## src/rtl/quad_decoder_if.sv

```systemverilog
// rtl/quad_decoder_if.sv - encoder inputs and decoded step outputs of quad_decoder
interface quad_decoder_if;
  logic       a;
  logic       b;
  logic       en;
  logic       ud;
  logic       err;
  logic [1:0] ab_state;

  modport master (output a, b, input en, ud, err, ab_state);
  modport slave  (input a, b, output en, ud, err, ab_state);
endinterface

```

## src/rtl/quad_decoder.sv

```systemverilog
// rtl/quad_decoder.sv - debounced quadrature decoder producing counter en/ud steps and err pulses
module quad_decoder #(
  parameter int DB_CYCLES = 16,
  parameter int PPD       = 4
) (
  input logic            clk,
  input logic            reset,
  quad_decoder_if.slave  qif
);

  localparam int INIT_LEN = DB_CYCLES + 3;
  localparam logic signed [3:0] PPD_S = 4'(PPD);

  typedef enum logic {INIT, RUN} state_t;

  logic [1:0] sync1, sync2, cur, prev, diff;
  logic [7:0] db_cnt [2];
  state_t     state, state_d;
  logic [8:0] init_cnt, init_cnt_d;
  logic signed [3:0] acc, acc_d, step, sum;
  logic       en_q, en_d, err_q, err_d, ud_q, ud_d;

  // Bit 1 is channel A, bit 0 is channel B throughout.
  always_ff @(posedge clk) begin
    if (reset) begin
      sync1     <= 2'b00;
      sync2     <= 2'b00;
      cur       <= 2'b00;
      db_cnt[0] <= 8'd0;
      db_cnt[1] <= 8'd0;
    end else begin
      sync1 <= {qif.a, qif.b};
      sync2 <= sync1;
      for (int i = 0; i < 2; i++) begin
        if (sync2[i] == cur[i]) begin
          db_cnt[i] <= 8'd0;
        end else if (db_cnt[i] == 8'(DB_CYCLES - 1)) begin
          cur[i]    <= sync2[i];
          db_cnt[i] <= 8'd0;
        end else begin
          db_cnt[i] <= db_cnt[i] + 8'd1;
        end
      end
    end
  end

  assign diff = cur ^ prev;

  always_comb begin
    state_d    = state;
    init_cnt_d = init_cnt;
    acc_d      = acc;
    en_d       = 1'b0;
    err_d      = 1'b0;
    ud_d       = ud_q;
    step       = 4'sd0;
    sum        = acc;
    case (state)
      INIT: begin
        acc_d = 4'sd0;
        if (init_cnt == 9'(INIT_LEN - 1)) state_d = RUN;
        else init_cnt_d = init_cnt + 9'd1;
      end
      default: begin
        if (diff == 2'b11) begin
          err_d = 1'b1;
          acc_d = 4'sd0;
        end else if (diff != 2'b00) begin
          // In up order the new B bit always differs from the old A bit.
          step = (prev[1] ^ cur[0]) ? 4'sd1 : -4'sd1;
          sum  = acc + step;
          if (sum == PPD_S) begin
            en_d  = 1'b1;
            ud_d  = 1'b1;
            acc_d = 4'sd0;
          end else if (sum == -PPD_S) begin
            en_d  = 1'b1;
            ud_d  = 1'b0;
            acc_d = 4'sd0;
          end else begin
            acc_d = sum;
          end
        end
      end
    endcase
  end

  always_ff @(posedge clk) begin
    if (reset) begin
      state    <= INIT;
      init_cnt <= 9'd0;
      acc      <= 4'sd0;
      prev     <= 2'b00;
      en_q     <= 1'b0;
      err_q    <= 1'b0;
      ud_q     <= 1'b1;
    end else begin
      state    <= state_d;
      init_cnt <= init_cnt_d;
      acc      <= acc_d;
      prev     <= cur;
      en_q     <= en_d;
      err_q    <= err_d;
      ud_q     <= ud_d;
    end
  end

  assign qif.en       = en_q;
  assign qif.err      = err_q;
  assign qif.ud       = ud_q;
  assign qif.ab_state = cur;

endmodule

```

## src/flat_wrapper.sv

```systemverilog
// flat-port wrapper written by rule: the top's interface ports become plain ports
module quad_decoder_flat 
#(
  parameter int DB_CYCLES = 16,
  parameter int PPD       = 4
)
  (clk, reset, qif_a, qif_b, qif_en, qif_ud, qif_err, qif_ab_state);
  quad_decoder_if qif_i ();
  input logic clk;
  input logic reset;
  input wire logic [$bits(qif_i.a)-1:0] qif_a;
  input wire logic [$bits(qif_i.b)-1:0] qif_b;
  output wire logic [$bits(qif_i.en)-1:0] qif_en;
  output wire logic [$bits(qif_i.ud)-1:0] qif_ud;
  output wire logic [$bits(qif_i.err)-1:0] qif_err;
  output wire logic [$bits(qif_i.ab_state)-1:0] qif_ab_state;
  assign qif_i.a = qif_a;
  assign qif_i.b = qif_b;
  assign qif_en = qif_i.en;
  assign qif_ud = qif_i.ud;
  assign qif_err = qif_i.err;
  assign qif_ab_state = qif_i.ab_state;
  quad_decoder #(.DB_CYCLES(DB_CYCLES), .PPD(PPD)) u_core (.clk(clk), .reset(reset), .qif(qif_i));
endmodule
```

## config.mk

```make
export PLATFORM = sky130hd
export DESIGN_NAME = quad_decoder_flat
export DESIGN_NICKNAME = d
export VERILOG_FILES = /design/src/rtl/quad_decoder_if.sv /design/src/rtl/quad_decoder.sv /design/src/flat_wrapper.sv
export SDC_FILE = /design/constraint.sdc
export NUM_CORES = 1
export LEC_CHECK = 0
export CORE_MARGIN = 5
export CORE_UTILIZATION = 54
export DETAILED_ROUTE_END_ITERATION = 8
export PLACE_DENSITY = 0.73
export SLEW_MARGIN = 10
export SYNTH_ARGS = -nofsm -noshare
export SYNTH_HDL_FRONTEND = slang
export SYNTH_SLANG_ARGS = --single-unit
```

## constraint.sdc

```tcl
create_clock -name clk -period 7.5 [get_ports clk]
set_clock_uncertainty 0.2 [all_clocks]
set_input_delay 1.5 -clock clk [delete_from_list [all_inputs] [get_ports clk]]
set_output_delay 1.5 -clock clk [all_outputs]
set_load 0.03 [all_outputs]
```

==> results.md <==
- Min Clock Period, post-route: around 3300 ps
- Overflow after GRT: 0
- Req. time, crit path: slightly below 6000 ps
- Post-CTS Setup Inserts: 0
- CP Max Fanout: 6
- Total Die Area: 4850 sq um
- GRT Total Usage: 13.4%
- Fin. max-slew vios: 0
- Setup WS pre-CTS: 3980 ps
- CP max stage cell: clkdlybuf4s50_1
- Yosys warning count: 0
- Die Height: roughly 70 um
- First-pass GRT wire length: 5.36 mm
- Clk_lat worst skew: ~350 ps
- Routed Antenna Nets: 0
- Worst-path clk slew: 120 ps
- Detail Placement HPWL: 2.26 mm
- Final Cycle Share: 44.1%
- Crit path cell chain: clkdlybuf4s50_1
- Avg Synthesized Cell Area: 10.0 sq um
- Initial antenna violation count: 0
- Share of post-route cells with drive strength above 1: 4.52%
- Remaining DRCs: 0
- Pwr dens: around 170 nW/um^2
- Worst vdd ir: ~120 uV
- Status: finished, final reports clean
- Crit path DAT: around 1600 ps
- Fillers: 292
- First-pass DRT Iterations: 4
- R2r setup slk: 4850 ps
- Largest net degree at the start of global routing: 24
- # diodes: 0
- Clock sink count: 41
- Synthesis-to-finish area growth: 12.2%
- Final setup fails: 0
- Io pins: 9
- CP endpoint kind: output port
- LEAKAGE: 0.792 nW
- Min-delay worst type: register to register
- Post-Synthesis Cells: 192
- Design Power: 0.361 mW
- Synthesized area: 1920 sq um
- Post-CTS Resized: 0
- Slew HR: 50.2%
- Biggest cell delay along the critical path: 740 ps
- 1st-iter DRT viols: 62
- TNS Setup: 0 ps
- Initial Util: 56.7%
- Max Clk Rate: 302 MHz
- Startpoint types: register
- Post-synthesis sequential area ratio: 51.0%
- Top delay family on crit path: buffers and inverters
- Tightest Pin Transition: ~740 ps
- Drt total wl: ~3.1 mm
- Critical setup path kind: register to output port
- Endpoints failing hold: 0
- H-tree Lvls: 2
- Clock buffer depth: 2
- RSZ-0062 raised after global routing: no
- Finished layout cell area: about 2200 sq um
- CTS tree: done
- Reg area: 981 sq um
- Post-DP Area: 2110 sq um
- CP Buf/Inv Count: 1
- Nets: 230
- Finished Core Util: 63.6%
- CTS root buf: clkbuf_4
- DR WL/cell: 11.6 um
- Worst setup margin: about 4200 ps
- Die span in x: 69.7 um
- Core area: 3390 sq um
- Number of max-cap violations: 0
- Hold_buf cts: 0
- Buffers on Ports: 8
- Netlist cell types: 35
- TritonCTS Buffers: 5
- Yosys reg bits: 41
- Row Count: 21
- GPL Wtd Cong: 0.844
- Via/cell ratio: 5.09
- Number of global-route vias before repair: 1276
- Routed via count: 1360
- Multi-input gate area: 971 sq um
per-stage QoR:
stage / std cells / hold WS [ps]
3_3_place_gp: 259 / 231
3_5_place_dp: 259 / 224
4_1_cts: 267 / 250
2_1_floorplan: 207 / 214
6_report: 267 / 247
5_1_grt: 267 / 266
cell families (layout without fill, tap and decap cells):
kind of cell    after synthesis  count (layout)  share of synthesized area, %
simple gates                 88              88                          24.2
flops                        41              41                          51.0
compound gates               24              24                          7.29
xor+xnor                     22              22                          10.4
buf+inv                       7              21                          1.37
fa+ha+maj                     6               6                          3.91
mux                           3               3                          1.56
other cells                   1              16                         0.195
worst paths after layout:
path,startpoint,end,cells after the start
worst min-delay path,u_core.sync1[0],u_core.sync2[0],1
worst max register to register,u_core.qif.ab_state[0],u_core.acc[3],7
worst max-delay path,u_core.qif.ab_state[0],qif_ab_state[0],1
worst min register to register,u_core.sync1[0],u_core.sync2[0],1
state kept, by name (all words and copies together) (netlist names):
name / cells
u_core.state: 1
u_core.sync2: 2
u_core.init_cnt: 9
u_core.acc: 4
u_core.db_cnt: 16
u_core.sync1: 2
u_core.qif.en: 1
u_core.qif.ud: 1
u_core.prev: 2
u_core.qif.err: 1
u_core.qif.ab_state: 2
Yosys cell counts:
cell type | instances | area share, %
a211oi_1 | 4 | 1.6
a21boi_0 | 2 | 0.78
a21oi_1 | 9 | 2.3
a31o_2 | 1 | 0.46
a31oi_1 | 1 | 0.33
and2_1 | 2 | 0.65
and3_1 | 3 | 0.98
and3_4 | 1 | 0.59
and4_1 | 1 | 0.46
and4b_1 | 2 | 1.0
clkbuf_1 | 2 | 0.39
conb_1 | 1 | 0.20
dfxtp_1 | 25 | 26
edfxtp_1 | 16 | 25
ha_1 | 6 | 3.9
inv_1 | 4 | 0.78
inv_2 | 1 | 0.20
mux2i_1 | 3 | 1.6
nand2_1 | 7 | 1.4
nand2b_1 | 5 | 1.6
nand3_1 | 11 | 2.9
nand4_1 | 1 | 0.33
nor2_1 | 30 | 5.9
nor2b_1 | 8 | 2.6
nor3_1 | 5 | 1.3
nor3b_1 | 3 | 1.2
nor4_1 | 2 | 0.65
nor4b_1 | 2 | 0.91
o21ai_0 | 7 | 1.8
or2_2 | 1 | 0.33
or3_1 | 3 | 0.98
or4b_1 | 1 | 0.52
xnor2_1 | 12 | 5.5
xor2_1 | 9 | 4.1
xor2_2 | 1 | 0.85
layout make-up:
type	instances	share of cell area, %
timing repair buffer	8	3.71
clock buffer	7	2.09
sequential	41	45.5
inverter	5	0.870
clock inverter	1	0.174
multi-input combinational	159	45.0
tap	46	2.67
cells in the final DEF, fill, tap and decap left out, types with 3 or more instances in the layout:
cell type | synthesis | routed
nor2_1 | 30 | 30
dfxtp_1 | 25 | 25
edfxtp_1 | 16 | 16
conb_1 | 1 | 16
xnor2_1 | 12 | 12
nand3_1 | 11 | 11
xor2_1 | 9 | 9
a21oi_1 | 9 | 9
nor2b_1 | 8 | 8
clkdlybuf4s50_1 | 0 | 8
o21ai_0 | 7 | 7
nand2_1 | 7 | 7
ha_1 | 6 | 6
nand2b_1 | 5 | 5
nor3_1 | 5 | 5
clkbuf_4 | 0 | 5
inv_1 | 4 | 4
a211oi_1 | 4 | 4
mux2i_1 | 3 | 3
and3_1 | 3 | 3
nor3b_1 | 3 | 3
or3_1 | 3 | 3
layer usage:
| layer | global-route usage (%) | vias up | routed length [um] |
|---|---|---|---|
| met5 | 0 | - | 0 |
| met4 | 5.32 | 0 | 50 |
| met3 | 4.64 | 5 | 106 |
| met2 | 21.1 | 15 | 1440 |
| met1 | 16.8 | 623 | 1510 |
| li1 | - | 717 | - |
where the power goes:
part	internal [mW]	switching, mW
registers	0.237	0.00508
clock network	0.0361	0.0672
logic	0.00730	0.00848
total	0.281	0.0808
Note: power is estimated with default switching activity, not from simulation.
